`config.mk`:
```
export PLATFORM = sky130hd
export DESIGN_NAME = mem_wb_stage
export DESIGN_NICKNAME = d
export VERILOG_FILES = /design/src/rtl/core_pkg.sv /design/src/rtl/wb_fwd_mux.sv /design/src/rtl/mem_wb_stage.sv
export SDC_FILE = /design/constraint.sdc
export NUM_CORES = 1
export LEC_CHECK = 0
export CORE_AREA = 5 5 151 153
export DETAILED_ROUTE_END_ITERATION = 6
export DIE_AREA = 0 0 156 158
export DONT_BUFFER_PORTS = 1
export SLEW_MARGIN = 20
export SYNTH_ARGS = -nofsm -noshare
export SYNTH_HDL_FRONTEND = slang
export SYNTH_SLANG_ARGS = --single-unit
```
`constraint.sdc`:
```
create_clock -name clk -period 5.6 [get_ports clk]
set_clock_uncertainty 0.05 [all_clocks]
set_input_delay 1.12 -clock clk [delete_from_list [all_inputs] [get_ports clk]]
set_output_delay 1.12 -clock clk [all_outputs]
set_load 0.005 [all_outputs]
```
`src/rtl/core_pkg.sv`:
```
// core_pkg: shared stage-control encoding, write-enable constants and lane slicing helper.
package core_pkg;
  localparam logic WE_ON  = 1'b1;
  localparam logic WE_OFF = 1'b0;
  typedef enum logic [1:0] {OP_CAPTURE, OP_BUBBLE, OP_HOLD} stage_op_e;
  // flush outranks stall; a self stall with a free consumer drains as a bubble
  function automatic stage_op_e stage_op(input logic flush, input logic stall_self, input logic stall_next);
    return flush ? OP_BUBBLE : !stall_self ? OP_CAPTURE : stall_next ? OP_HOLD : OP_BUBBLE;
  endfunction
  function automatic int lane_sl(input int lane, input int w);
    return lane * w;
  endfunction
endpackage

```
`src/rtl/wb_fwd_mux.sv`:
```
// wb_fwd_mux: priority lookup of one register address across the WB write lanes.
module wb_fwd_mux
  import core_pkg::*;
#(
  parameter int DATA_W    = 32,
  parameter int ADDR_W    = 5,
  parameter int NUM_LANES = 2
) (
  input  logic [NUM_LANES-1:0]        we,
  input  logic [NUM_LANES*ADDR_W-1:0] waddr,
  input  logic [NUM_LANES*DATA_W-1:0] wdata,
  input  logic [ADDR_W-1:0]           raddr,
  output logic                        hit,
  output logic [DATA_W-1:0]           data
);
  // ascending scan so the youngest matching lane lands last
  always_comb begin
    hit  = 1'b0;
    data = '0;
    for (int i = 0; i < NUM_LANES; i++)
      if (we[i] && raddr != '0 && waddr[lane_sl(i, ADDR_W) +: ADDR_W] == raddr) begin
        hit  = 1'b1;
        data = wdata[lane_sl(i, DATA_W) +: DATA_W];
      end
  end
endmodule

```
`src/rtl/mem_wb_stage.sv`:
```
// mem_wb_stage: MEM->WB pipeline register with r0/collision filtering, forwarding and retire count.
module mem_wb_stage
  import core_pkg::*;
#(
  parameter int DATA_W    = 32,
  parameter int ADDR_W    = 5,
  parameter int NUM_LANES = 2,
  parameter int HILO_EN   = 1,
  parameter int FWD_PORTS = 2,
  parameter int CNT_W     = 32
) (
  input  logic                        clk,
  input  logic                        rst,
  input  logic                        stall_self,
  input  logic                        stall_next,
  input  logic                        flush,
  input  logic [NUM_LANES-1:0]        mem_we,
  input  logic [NUM_LANES*ADDR_W-1:0] mem_waddr,
  input  logic [NUM_LANES*DATA_W-1:0] mem_wdata,
  input  logic                        mem_hilo_we,
  input  logic [DATA_W-1:0]           mem_hi,
  input  logic [DATA_W-1:0]           mem_lo,
  input  logic [FWD_PORTS*ADDR_W-1:0] fwd_raddr,
  output logic [NUM_LANES-1:0]        wb_we,
  output logic [NUM_LANES*ADDR_W-1:0] wb_waddr,
  output logic [NUM_LANES*DATA_W-1:0] wb_wdata,
  output logic                        wb_hilo_we,
  output logic [DATA_W-1:0]           wb_hi,
  output logic [DATA_W-1:0]           wb_lo,
  output logic [FWD_PORTS-1:0]        fwd_hit,
  output logic [FWD_PORTS*DATA_W-1:0] fwd_data,
  output logic [CNT_W-1:0]            retire_cnt
);
  localparam logic HILO = HILO_EN != 0;
  logic [NUM_LANES-1:0]        we_nz, we_f;
  logic [NUM_LANES*ADDR_W-1:0] cap_addr;
  logic [NUM_LANES*DATA_W-1:0] cap_data;
  logic [CNT_W-1:0]            pop;
  stage_op_e                   op;
  assign op = stage_op(flush, stall_self, stall_next);
  // younger lane wins an address collision; killed lanes are stored as all-zero
  always_comb begin
    we_nz    = '0;
    we_f     = '0;
    cap_addr = '0;
    cap_data = '0;
    pop      = '0;
    for (int i = 0; i < NUM_LANES; i++)
      we_nz[i] = mem_we[i] && mem_waddr[lane_sl(i, ADDR_W) +: ADDR_W] != '0;
    for (int i = 0; i < NUM_LANES; i++) begin
      we_f[i] = we_nz[i];
      for (int j = i + 1; j < NUM_LANES; j++)
        if (we_nz[j] && mem_waddr[lane_sl(j, ADDR_W) +: ADDR_W] == mem_waddr[lane_sl(i, ADDR_W) +: ADDR_W])
          we_f[i] = WE_OFF;
      cap_addr[lane_sl(i, ADDR_W) +: ADDR_W] = we_f[i] ? mem_waddr[lane_sl(i, ADDR_W) +: ADDR_W] : '0;
      cap_data[lane_sl(i, DATA_W) +: DATA_W] = we_f[i] ? mem_wdata[lane_sl(i, DATA_W) +: DATA_W] : '0;
      pop = pop + CNT_W'(we_f[i]);
    end
  end
  always_ff @(posedge clk) begin
    if (rst || op == OP_BUBBLE) begin
      wb_we      <= '0;
      wb_waddr   <= '0;
      wb_wdata   <= '0;
      wb_hilo_we <= WE_OFF;
      wb_hi      <= '0;
      wb_lo      <= '0;
    end else if (op == OP_CAPTURE) begin
      wb_we      <= we_f;
      wb_waddr   <= cap_addr;
      wb_wdata   <= cap_data;
      wb_hilo_we <= HILO ? mem_hilo_we : WE_OFF;
      wb_hi      <= HILO ? mem_hi : '0;
      wb_lo      <= HILO ? mem_lo : '0;
    end
    if (rst) retire_cnt <= '0;
    else if (op == OP_CAPTURE) retire_cnt <= retire_cnt + pop;
  end
  for (genvar p = 0; p < FWD_PORTS; p++) begin : g_fwd
    wb_fwd_mux #(.DATA_W(DATA_W), .ADDR_W(ADDR_W), .NUM_LANES(NUM_LANES)) u_fwd (
      .we    (wb_we),
      .waddr (wb_waddr),
      .wdata (wb_wdata),
      .raddr (fwd_raddr[p*ADDR_W +: ADDR_W]),
      .hit   (fwd_hit[p]),
      .data  (fwd_data[p*DATA_W +: DATA_W])
    );
  end
endmodule

```
==> impl_results.md <==
* Clock root buffer master: clkbuf_16
* Die Y at 158 um
* RSZ-0062 raised after global routing: false
* Hold Buf Count CTS at 0
* Endpoints failing setup at 0
* HPWL Detailed at just under 20 mm
* Synth area leader: dfxtp_1
* I/O Buffers at 0
* Post-CTS sizing at 0
* Initial antenna violation count at 2
* Routed length per instance at 22.8 um
* Worst path slowest cell: or4_1
* Most frequent cells in the layout: 188 x nand2_1, 173 x dfxtp_1, 120 x a21oi_1
* Cell-by-cell trace of the critical path: or4_1 > o21a_1 > a31oi_4 > nand2_1 > fa_1 > inv_1 > ha_1 > nand4_1 > or4_1 > a21oi_1
* Family with the most delay on the worst path: simple AND/OR/NAND/NOR gates
* GR Overflow Total at 0
* Multi-input combinational cell area at roughly 4200 um^2
* Fin nets at ~1000
* Hold Vio Cnt, Final at 0
* Number of synthesized flops with an enable pin at 0
* Top cell type's share of synthesized area at between 40% and 50%
* Routability congestion estimate at between 0.8 and 0.9
* Worst hold slack at 0.430 ns
* Placed Area at 8100 um^2
* Most used cell, CP: or4_1
* FILL cells at roughly 2200
* Fin crit share at a little over two thirds
* CTS clk-pin slew, worst paths at around 0.080 ns
* Fin crit period at between 3 and 4 ns
* Place WS at about 1.2 ns
* Vias in the first global route at 6439
* Syn_nets at 1087
* Largest net degree at the start of global routing at 85
* Setup Buffers After CTS at 0
* Fin. max-slew vios at 0
* Arr. time, crit path at 4.27 ns
* Rows at 54
* WP buf/inv at 1
* I/O pin total at 395
* Hold Crit Class: register to register
* Layout cells sized above 1 at roughly 14%
* Drt drc at 0
* Main synth FF type: dfxtp_1
* Layout area overhead at 9.99%
* Routed via count at just under 7000
* Global-route wire length before repair at 39.5 mm
* Power density cells at 294 nW/um^2
* DP Cell Count at roughly 1100
* FF/Latch Area at roughly 3500 um^2
* Setup crit start kind: input pin
* Area of the core at approximately 21000 um^2
* Tot GR Track Use at 20.2%
* Leakage at around 3.2 nW
* Fin cells at between 1000 and 1500
* CP required at approximately 6 ns
* Asr flop ratio synth at 0%
* Post-DRT Antenna Nets at 0
* # diodes at 0
* FF+latch count, synth at 173
* CP Capture Type: register
* Power Total at between 2 and 3 mW
* Fmax at 253 MHz
* Crit Path Max Fanout at 20
* Synthesized area per cell at 8.53 um^2
* First-pass DRT Iterations at 5
* CTS Buffer Depth at 2
* Least-Margin Pin Slew at ~1.1 ns
* Setup TNS at 0 ns
* Synth cell types at 38
* Via-to-Cell Ratio at roughly 5.9
* Commonest non-fill, non-tap cell in the layout: nand2_1
* DIE AREA at ~25000 um^2
* Number of max-cap violations at 0
* R2R setup slack at between 2 and 3 ns
* Design Area, Final at ~8700 um^2
* Clk_lat worst skew at 0.43 ns
* Post-Syn Area at a little under 8000 um^2
* Peak supply drop at ~180 uV
* Fin util at around two fifths
* Slowest stage delay, CP at ~0.71 ns
* Setup ws final at about 1.6 ns
* Sink Count at around 170
* Mapped Cells at 929
* Register area share after synthesis at approximately 44%
* DRT iter0 DRCs at approximately 500
* CTS buffer count at 17
* H-tree Lvls at 4
* Worst slew margin at between 20% and 30%
* Die Wd at around 160 um
* Yosys warns at 0
* CTS tree: done
* Top area cells in the synthesized netlist: dfxtp_1 44%, mux2_2 9.9%, nand2_1 8.9%, a21oi_1 7.6%, and3_1 5.3%
* Total Wirelength at ~27 mm
* Initial core utilization at a little under two fifths
* CP Class: input pin to register
* Status: completed
[cells in the mapped netlist (all sizes together), types with 3 or more instances]
cell    number
clkbuf      68
nor4        10
xnor2        3
o21ai       10
or4          9
or3          9
a32o        37
nor2        22
inv          8
a21oi      120
nand2      188
nand4       10
and3        67
o31ai        7
nor2b        6
buf         12
mux2        70
nand3       49
and4         4
nor3         4
a211oi       3
xor2        30
dfxtp      173
[registers in the layout, indices dropped and copies added, names as in the netlist]
name / flops
retire_cnt: 32
wb_hi: 32
wb_hilo_we: 1
wb_lo: 32
wb_waddr: 10
wb_wdata: 64
wb_we: 2
[per-layer routing]
layer,track usage [%],up-vias,wire length [um]
met2,33.3,354,12800
met1,24.3,3329,10200
met3,8.86,26,3330
met5,0,-,23
li1,-,3189,-
met4,5.42,4,433
[power by group]
group,total [mW],switching [mW],internal (mW)
Clock,1.17,0.563,0.609
Sequential,1.27,0.0229,1.25
Combinational,0.123,0.0870,0.0356
Total,2.57,0.673,1.89
[cell type report]
class	count	share of cell area, %
flip-flops and latches	173	39.7
clock inverters	14	1.78
multi-input cells	668	47.8
clock buffers	18	5.04
inverters	8	0.344
well taps	280	4.02
repair buffers	14	1.29
[path summary, 6_finish.rpt]
kind	cells past startpoint	end	startpoint
setup / recovery	10	retire_cnt[26]	mem_waddr[6]
hold / removal	2	wb_lo[24]	wb_lo[24]
setup reg to reg	7	retire_cnt[26]	retire_cnt[0]
hold reg to reg	2	wb_lo[24]	wb_lo[24]
[worst min-delay path, delay by kind of cell (launching register included)]
kind             cells  cell delay, ns
flip-flops           1            0.33
AND/OR/NAND/NOR      1            0.06
AO/OA/AOI/OAI        1            0.05
[cell families (layout without fill, tap and decap cells)]
logic type,after synthesis,in the layout,share of synthesized area [%]
AO/OA/AOI/OAI,180,180,14.3
adder cells (fa/ha/maj),2,2,0.410
multiplexers,70,70,9.94
flip-flops,173,173,43.7
XOR/XNOR,33,33,3.65
AND/OR/NAND/NOR,383,383,23.3
buffers and inverters,88,54,4.69
No activity file was read; power rests on OpenSTA's default activity.
